**config.mk**
```make
export PLATFORM = sky130hd
export DESIGN_NAME = desc_frame_ring
export DESIGN_NICKNAME = d
export VERILOG_FILES = /design/src/rtl/desc_frame_ring.sv
export SDC_FILE = /design/constraint.sdc
export NUM_CORES = 1
export LEC_CHECK = 0
export ABC_CLOCK_PERIOD_IN_PS = 3800
export CORE_AREA = 3 3 115 145
export CTS_CLUSTER_DIAMETER = 30
export DETAILED_ROUTE_END_ITERATION = 10
export DIE_AREA = 0 0 118 148
export PLACE_DENSITY = 0.64
export SLEW_MARGIN = 40
export SYNTH_ARGS = -nofsm -noshare
export SYNTH_HDL_FRONTEND = slang
export SYNTH_SLANG_ARGS = --single-unit
```
**constraint.sdc**
```tcl
create_clock -name clk -period 3.8 [get_ports clk]
set_clock_uncertainty 0.1 [all_clocks]
set_input_delay 1.14 -clock clk [delete_from_list [all_inputs] [get_ports clk]]
set_output_delay 1.14 -clock clk [all_outputs]
set_load 0.05 [all_outputs]
```
**src/rtl/desc_frame_ring.sv**
```systemverilog
// Frame bookkeeping between the descriptor stage and the matcher: per-view descriptor
// counting with RAM write addressing, and a ring of committed groups with release handshake.
module desc_frame_ring #(
  parameter int NUM_VIEWS  = 2,
  parameter int RING_DEPTH = 4,
  parameter int ADDR_W     = 10,
  parameter int VIEW_W     = 3
) (
  input  logic                          clk,
  input  logic                          rst,
  input  logic                          img_din_valid,
  input  logic                          feat_flag,
  input  logic                          feat_valid,
  output logic                          wr_en,
  output logic [VIEW_W-1:0]             wr_view,
  output logic [ADDR_W-1:0]             wr_addr,
  output logic                          commit,
  output logic                          rd_valid,
  input  logic                          rd_release,
  output logic [NUM_VIEWS*ADDR_W-1:0]   rd_counts,
  output logic [NUM_VIEWS-1:0]          rd_ovf,
  output logic [NUM_VIEWS*ADDR_W-1:0]   rd_prev_counts,
  output logic                          rd_prev_valid,
  output logic [7:0]                    drop_cnt
);

  localparam int CW    = NUM_VIEWS * ADDR_W;
  localparam int PTR_W = (RING_DEPTH > 1) ? $clog2(RING_DEPTH) : 1;
  localparam int OCC_W = $clog2(RING_DEPTH + 1);
  localparam logic [ADDR_W-1:0] CNT_MAX = '1;

  typedef enum logic {S_IDLE, S_COUNT} state_t;

  state_t              state_q, state_d;
  logic                vin_q;
  logic                start, hit, last_view, counting;
  logic [VIEW_W-1:0]   view_q, view_d;
  logic [CW-1:0]       cnt_q, cnt_d, cnt_upd;
  logic [NUM_VIEWS-1:0] ovf_q, ovf_d, ovf_upd;
  logic [ADDR_W-1:0]   sel_cnt;
  logic                sel_sat;

  logic [CW-1:0]        ring_cnt_q [RING_DEPTH];
  logic [NUM_VIEWS-1:0] ring_ovf_q [RING_DEPTH];
  logic [PTR_W-1:0]     wr_ptr_q, rd_ptr_q;
  logic [OCC_W-1:0]     occ_q;
  logic [CW-1:0]        prev_cnt_q;
  logic                 prev_valid_q;
  logic [7:0]           drop_q;
  logic                 rel_fire, accept, drop;

  function automatic logic [PTR_W-1:0] ptr_inc(input logic [PTR_W-1:0] p);
    return (p == PTR_W'(RING_DEPTH - 1)) ? '0 : p + PTR_W'(1);
  endfunction

  assign start     = img_din_valid & ~vin_q;
  assign hit       = feat_flag & feat_valid;
  assign counting  = (state_q == S_COUNT);
  assign last_view = (view_q == VIEW_W'(NUM_VIEWS - 1));
  assign sel_sat   = (sel_cnt == CNT_MAX);

  always_comb begin
    sel_cnt = '0;
    for (int unsigned v = 0; v < NUM_VIEWS; v++) begin
      if (view_q == VIEW_W'(v)) sel_cnt = cnt_q[v*ADDR_W +: ADDR_W];
    end
  end

  // Counts with this cycle's hit folded in; this is what a boundary commit captures.
  always_comb begin
    cnt_upd = cnt_q;
    ovf_upd = ovf_q;
    for (int unsigned v = 0; v < NUM_VIEWS; v++) begin
      if (view_q == VIEW_W'(v)) begin
        if (wr_en) cnt_upd[v*ADDR_W +: ADDR_W] = sel_cnt + ADDR_W'(1);
        if (hit && counting && sel_sat) ovf_upd[v] = 1'b1;
      end
    end
  end

  // Tracker: state register
  always_ff @(posedge clk) begin
    // Sampled through reset so a valid already high at release is not a start.
    vin_q <= img_din_valid;
    if (rst) begin
      state_q <= S_IDLE;
      view_q  <= '0;
      cnt_q   <= '0;
      ovf_q   <= '0;
    end else begin
      state_q <= state_d;
      view_q  <= view_d;
      cnt_q   <= cnt_d;
      ovf_q   <= ovf_d;
    end
  end

  // Tracker: next state
  always_comb begin
    state_d = state_q;
    view_d  = view_q;
    cnt_d   = cnt_q;
    ovf_d   = ovf_q;
    case (state_q)
      S_IDLE: begin
        if (start) begin
          state_d = S_COUNT;
          view_d  = '0;
          cnt_d   = '0;
          ovf_d   = '0;
        end
      end
      S_COUNT: begin
        cnt_d = cnt_upd;
        ovf_d = ovf_upd;
        if (start) begin
          if (last_view) begin
            view_d = '0;
            cnt_d  = '0;
            ovf_d  = '0;
          end else begin
            view_d = view_q + VIEW_W'(1);
          end
        end
      end
      default: state_d = S_IDLE;
    endcase
  end

  // Tracker: outputs
  always_comb begin
    wr_en   = hit & counting & ~sel_sat;
    wr_view = view_q;
    wr_addr = sel_cnt;
    commit  = counting & start & last_view;
  end

  // A same-cycle release frees the head slot, so a commit into a full ring still lands.
  assign rd_valid = (occ_q != '0);
  assign rel_fire = rd_release & rd_valid;
  assign accept   = commit & ((occ_q != OCC_W'(RING_DEPTH)) | rel_fire);
  assign drop     = commit & ~accept;

  assign rd_counts      = ring_cnt_q[rd_ptr_q];
  assign rd_ovf         = ring_ovf_q[rd_ptr_q];
  assign rd_prev_counts = prev_cnt_q;
  assign rd_prev_valid  = prev_valid_q;
  assign drop_cnt       = drop_q;

  always_ff @(posedge clk) begin
    if (rst) begin
      for (int unsigned i = 0; i < RING_DEPTH; i++) begin
        ring_cnt_q[i] <= '0;
        ring_ovf_q[i] <= '0;
      end
      wr_ptr_q     <= '0;
      rd_ptr_q     <= '0;
      occ_q        <= '0;
      prev_cnt_q   <= '0;
      prev_valid_q <= 1'b0;
      drop_q       <= '0;
    end else begin
      if (accept) begin
        ring_cnt_q[wr_ptr_q] <= cnt_upd;
        ring_ovf_q[wr_ptr_q] <= ovf_upd;
        wr_ptr_q             <= ptr_inc(wr_ptr_q);
      end
      if (rel_fire) begin
        prev_cnt_q   <= rd_counts;
        prev_valid_q <= 1'b1;
        rd_ptr_q     <= ptr_inc(rd_ptr_q);
      end
      if (accept && !rel_fire) begin
        occ_q <= occ_q + OCC_W'(1);
      end else if (rel_fire && !accept) begin
        occ_q <= occ_q - OCC_W'(1);
      end
      if (drop && (drop_q != 8'hFF)) drop_q <= drop_q + 8'd1;
    end
  end

endmodule

```
==> impl_results.md <==
- Peak VDD IR: 0.302 mV
- CTS tree: yes
- Clock buffer count from CTS: 17
- Area of placed instances: 7930 µm²
- Final ANT Viol Nets: 0
- Post-Place Cells: 880
- DRT iter0 DRCs: 294
- Largest net degree at the start of global routing: 55
- Congestion Overflow GR: 0
- Crit-path cells: mux2_2 -> nand2_2 -> clkinvlp_4 -> ha_2 -> nand4_1 -> o22a_2 -> nor3_4 -> nor2_4 -> buf_12
- WL per Instance: 17.5 µm
- # IOs: 73
- Ys flop type: edfxtp_1
- Worst Path Buf+Inv: 2
- First-pass GRT wire length: 25.5 mm
- Area Growth Syn to Fin: 24.4%
- CTS Sinks: 153
- Final hold vios: 0
- Met3 WL post-DR: 832 µm
- Rows: 51
- Max stage delay on crit path: 0.44 ns
- Final setup viols: 0
- Vias in the first global route: 4,785
- Avg Inst Size Synth: 11.4 µm²
- Pleak: 2.80 nW
- Initial antenna violation count: 0
- Max Buffers Root-to-Sink: 2
- Post-synthesis async set-or-reset flop share: 0
- Layout cell share with drive strength beyond 1: 0.194
- Max_cap viols: 0
- Core Region: 15,500 µm²
- RSZ-0062 raised after global routing: no
- Final period demand of the worst path: 3.65 ns
- CP Class: register to primary output
- Post-synth EDFFs: 88
- DRT Pass-1 Iters: 5
- Distinct cells, synth: 59
- Data arrival time of the worst path: 2.41 ns
- Syn Nets: 616
- Port Buffers: 72
- HPWL Detailed: 10.8 mm
- Gr usage total: 0.189
- Final #Nets: 700
- Setup_tns: 0 ns
- Yosys warnings: 0
- RD Place Congestion: 0.896
- Post-synthesis sequential area ratio: 0.575
- Fin cells: 913
- Die width: 118 µm
- Clock Root Buffer: clkbuf_16
- Power per cell area: 585 nW/µm²
- Hold-fix buffers, CTS: 0
- Headroom to the max-slew limit: 0.500
- H-tree depth: 4
- Fin area: 8530 µm²
- Mapped Cells: 604
- Max Fanout on Critical Path: 9
- Worst-Margin Slew: 0.747 ns
- Status: completed
- Routed wire length: 16.0 mm
- Synthesis-stage register bit count: 153
- Peak Freq: 274 MHz
- FILL cells: 1,354
- Initial core utilization: 0.442
- Routed vias/inst: 5.42
- Top cell family by delay on the critical path: flip-flops
- DRT met1 WL: 6.83 mm
- Die footprint: 17,500 µm²
- Crit path launch type: register
- Crit. End Element: primary output
- CTS clk-pin slew, worst paths: 0.06 ns
- Max layer used: met4
- Detailed-route via count: 4,947
- Vert. Die Dim: 148 µm
- Max Transition Viols Final: 0
- Met2 Wirelength: 8.05 mm
- Diodes inserted: 0
- Post-route clock period utilization: 0.961
- Worst hold path type: register to register
- Worst skew pair latency: 0.42 ns
- Critical-path top delay cell: dfxtp_4
- Post-Syn Area: 6860 µm²
- Required @ worst endpoint: 2.56 ns
- # DRC: 0
-- worst paths after layout --
path,startpoint,end,slack [ns],cells after the start
hold reg to reg,rd_prev_counts[14],rd_prev_counts[14],0.35,2
hold / removal,rd_prev_counts[14],rd_prev_counts[14],0.35,2
setup / recovery,wr_view[0],wr_en,0.15,9
setup reg to reg,wr_view[0],ring_cnt_q[0][4],0.72,10
-- where the power goes --
group          internal (mW)  total, mW  leakage [nW]  switching (mW)
registers               1.87       1.93          1.41          0.0620
clock network           1.06       1.70         0.289           0.635
logic                  0.470       1.36          1.10           0.889
-- logic make-up after synthesis --
kind of cell / after synthesis / synth area share
adders and majority gates: 6 / 0.0120
AOI/OAI and AO/OA: 109 / 0.102
buffers and inverters: 54 / 0.0367
muxes: 45 / 0.109
xor gates and xnor gates: 10 / 0.0128
and+or+nand+nor: 227 / 0.152
DFF: 153 / 0.575
-- through the flow --
stage | setup slack [ns] | hold slack, ns | total power, mW | util
2_1_floorplan | 0.0452 | 0.342 | 2.94 | -
3_3_place_gp | 0.156 | 0.341 | 3.33 | 0.511
3_5_place_dp | 0.0530 | 0.348 | 3.35 | 0.511
4_1_cts | 0.0423 | 0.355 | 5.04 | 0.550
5_1_grt | 0.0212 | 0.369 | 5.20 | 0.550
6_report | 0.149 | 0.351 | 4.99 | 0.550
-- repair_timing --
item / CTS / global route
endpoints found under the hold margin: 0 / 0
buffers inserted: 1 / 0
gates resized for setup: 0 / 2
endpoints found under the setup margin: 1 / 1
pin swaps: 1 / 0
-- worst min-delay path, stage by stage, from the launching register on --
cell,delay [ns]
dfxtp_1,0.31
nand2_1,0.05
a21oi_1,0.05
-- cell usage in the layout (no fill, tap or decap), types with 11 or more instances in the layout --
cell type	netlist	final
nor2_1	87	85
inv_1	14	13
edfxtp_1	88	88
a21oi_1	52	52
nand2_1	64	63
mux4_2	22	22
nand3_1	18	18
o21ai_0	12	11
mux2i_1	16	16
buf_4	2	51
dfxtp_1	65	64
clkbuf_16	0	17
clkdlybuf4s50_1	0	47
nor3_1	16	16
a211oi_1	15	15
-- state kept, by name, summed over array words and instances, names as in the netlist, named ones only --
name,cells
occ_q,3
cnt_q,20
rd_ptr_q,2
ring_cnt_q,80
counting,1
vin_q,1
wr_ptr_q,2
drop_cnt,8
ring_ovf_q,8
ovf_q,2
rd_prev_valid,1
rd_prev_counts,20
wr_view,3
-- area by class of cell --
| class | count | area [µm²] | share of cell area |
|---|---|---|---|
| sequential | 153 | 3950 | 0.463 |
| multi-input combinational | 397 | 2690 | 0.315 |
| timing repair buffer | 105 | 978 | 0.115 |
| clock buffer | 23 | 468 | 0.0549 |
| tap | 212 | 265 | 0.0311 |
| clock inverter | 9 | 125 | 0.0147 |
| inverter | 14 | 56.3 | 0.00660 |
-- cell usage after synthesis, drive strengths merged (7+ instances only) --
cell | n | share of area
nor2 | 89 | 0.049
edfxtp | 88 | 0.39
dfxtp | 65 | 0.19
nand2 | 64 | 0.035
a21oi | 56 | 0.043
mux2i | 22 | 0.035
mux4 | 22 | 0.072
buf | 20 | 0.018
clkbuf | 20 | 0.011
nor3 | 20 | 0.018
nand3 | 18 | 0.013
a211oi | 16 | 0.018
inv | 14 | 0.0077
o21ai | 13 | 0.0095
or3 | 9 | 0.0082
o2bb2ai | 7 | 0.0089
-- routing by layer --
layer	GRT usage	up-vias
li1	-	2373
met1	0.232	2398
met2	0.324	152
met3	0.0478	24
met4	0.0680	0
met5	0	-
Note: power is estimated with default switching activity, not from simulation.
==> patch, RTL diff (same flow settings) <==
Register the output `rd_counts`, cleared by the reset; this adds one clock of latency there. The other outputs are not delayed to match.
--- a/src/rtl/desc_frame_ring.sv
+++ b/src/rtl/desc_frame_ring.sv
@@ -30,6 +30,8 @@
   localparam logic [ADDR_W-1:0] CNT_MAX = '1;
 
   typedef enum logic {S_IDLE, S_COUNT} state_t;
+
+  logic [NUM_VIEWS*ADDR_W-1:0] rd_counts_d;
 
   state_t              state_q, state_d;
   logic                vin_q;
@@ -141,7 +143,7 @@
   assign accept   = commit & ((occ_q != OCC_W'(RING_DEPTH)) | rel_fire);
   assign drop     = commit & ~accept;
 
-  assign rd_counts      = ring_cnt_q[rd_ptr_q];
+  assign rd_counts_d    = ring_cnt_q[rd_ptr_q];
   assign rd_ovf         = ring_ovf_q[rd_ptr_q];
   assign rd_prev_counts = prev_cnt_q;
   assign rd_prev_valid  = prev_valid_q;
@@ -166,7 +168,7 @@
         wr_ptr_q             <= ptr_inc(wr_ptr_q);
       end
       if (rel_fire) begin
-        prev_cnt_q   <= rd_counts;
+        prev_cnt_q   <= rd_counts_d;
         prev_valid_q <= 1'b1;
         rd_ptr_q     <= ptr_inc(rd_ptr_q);
       end
@@ -179,5 +181,13 @@
     end
   end
 
+  always_ff @(posedge clk) begin
+    if (rst) begin
+      rd_counts <= '0;
+    end else begin
+      rd_counts <= rd_counts_d;
+    end
+  end
+
 endmodule
 
Behaviour: not the same (Yosys sat finds a counterexample within 10 cycles, from zero or initial values and one cycle with rst high).
==> patch against the unedited design <==
- die area stayed put
- sequential cell count rose by 20
- largest power group unchanged
- synthesized area up 7.1%
- critical endpoint unchanged
- utilization rose by 4.2 points
- worst setup slack worse by 0.033 ns
- first-iteration DRC count rose by 37%
- total power is 1.8% higher
- final area rose by 7.7%
- routed wire length grew 8.2%
==> patch: results <==
[status]
status = completed

[critical_path]
max_stage_delay_ns = 0.48
crit_fanout = 13
regToRegEndpoint = ring_cnt_q[1][5]$_SDFFCE_PN0P_
cp.arrival_ns = 2.44
rrSetupSlack_ns = 0.81
worstRegToRegCells = 12

[synth]
ys_top_cells_by_count = edfxtp_1 (88), dfxtp_1 (85), nor2_1 (71)
syn-num-nets = 642
yosys-top-cells-area = edfxtp_1 (36%), dfxtp_1 (23%), mux4_2 (6.7%), nor2_1 (3.6%), a21oi_1 (3.3%)
synth-seq-area-share_pct = 59.16
ys_types = 49

[power_and_ir_drop]
switching_share_pct = 30.68
powerComb_w = 0.00121
seqPwrFrac_pct = 43.4
irDropWorstVdd_mv = 0.3344
p_leak_nw = 3.062
powerSeq_w = 0.00220

[detailed_routing]
drt_wl_total_um = 17330
vias_per_cell = 5.461
via_count = 5204
drtIter0Drc = 403

[final_layout]
nets = 740
fill_cells = 1291
drive_above_1_share_pct = 18.22
seqCellArea_sq_um = 4350

[hold_path]
min_from = rd_prev_counts[8]$_SDFFE_PP0N_
holdPathEnd = rd_prev_counts[8]$_SDFFE_PP0N_

[placement]
place_inst = 920
dp_slack_ns = 0.1097
placed_area_sq_um = 8583
dp_hpwl_um = 12520
place.gp.congestion = 0.8591

[grt]
grtUsageTotal_pct = 20.59
grt_pass1_vias = 5334
grt_max_degree = 44
grt_first_pass_wirelength_um = 28390

[sta]
whs_ns = 0.3539
clock.fmax_ghz = 0.2715
relSlewSlack_pct = 51.05
## patch: routing by layer
layer  vias to the layer above  part of all wire (%)  track usage, %
met5                         -                     0               0
met4                         0                   2.0           6.979
met3                        23                   4.0           3.789
met2                       160                    52           35.57
met1                      2503                    42           26.25
li1                       2518                     -               -
## patch: cell type report
cell class                 instances  area share [%]
clock inverter                    10          0.7898
clock buffer                      22           5.515
timing repair buffer             120           11.93
multi-input combinational        407           31.10
inverter                           9          0.4357
sequential                       173           47.34
tap                              212           2.887
## patch: logic make-up after synthesis
logic type / share of synthesized area, %
flops: 59.16
compound gates: 10.07
mux: 9.354
simple gates: 15.95
buf+inv: 2.914
xor+xnor: 1.431
fa+ha+maj: 1.125
## patch: critical path: cells and delay by family (launching register included)
family	cells	cell delay, ns
flip-flops	1	0.48
buffers and inverters	3	0.33
adder cells (fa/ha/maj)	1	0.14
multiplexers	1	0.20
AND/OR/NAND/NOR	3	0.48
AO/OA/AOI/OAI	1	0.38
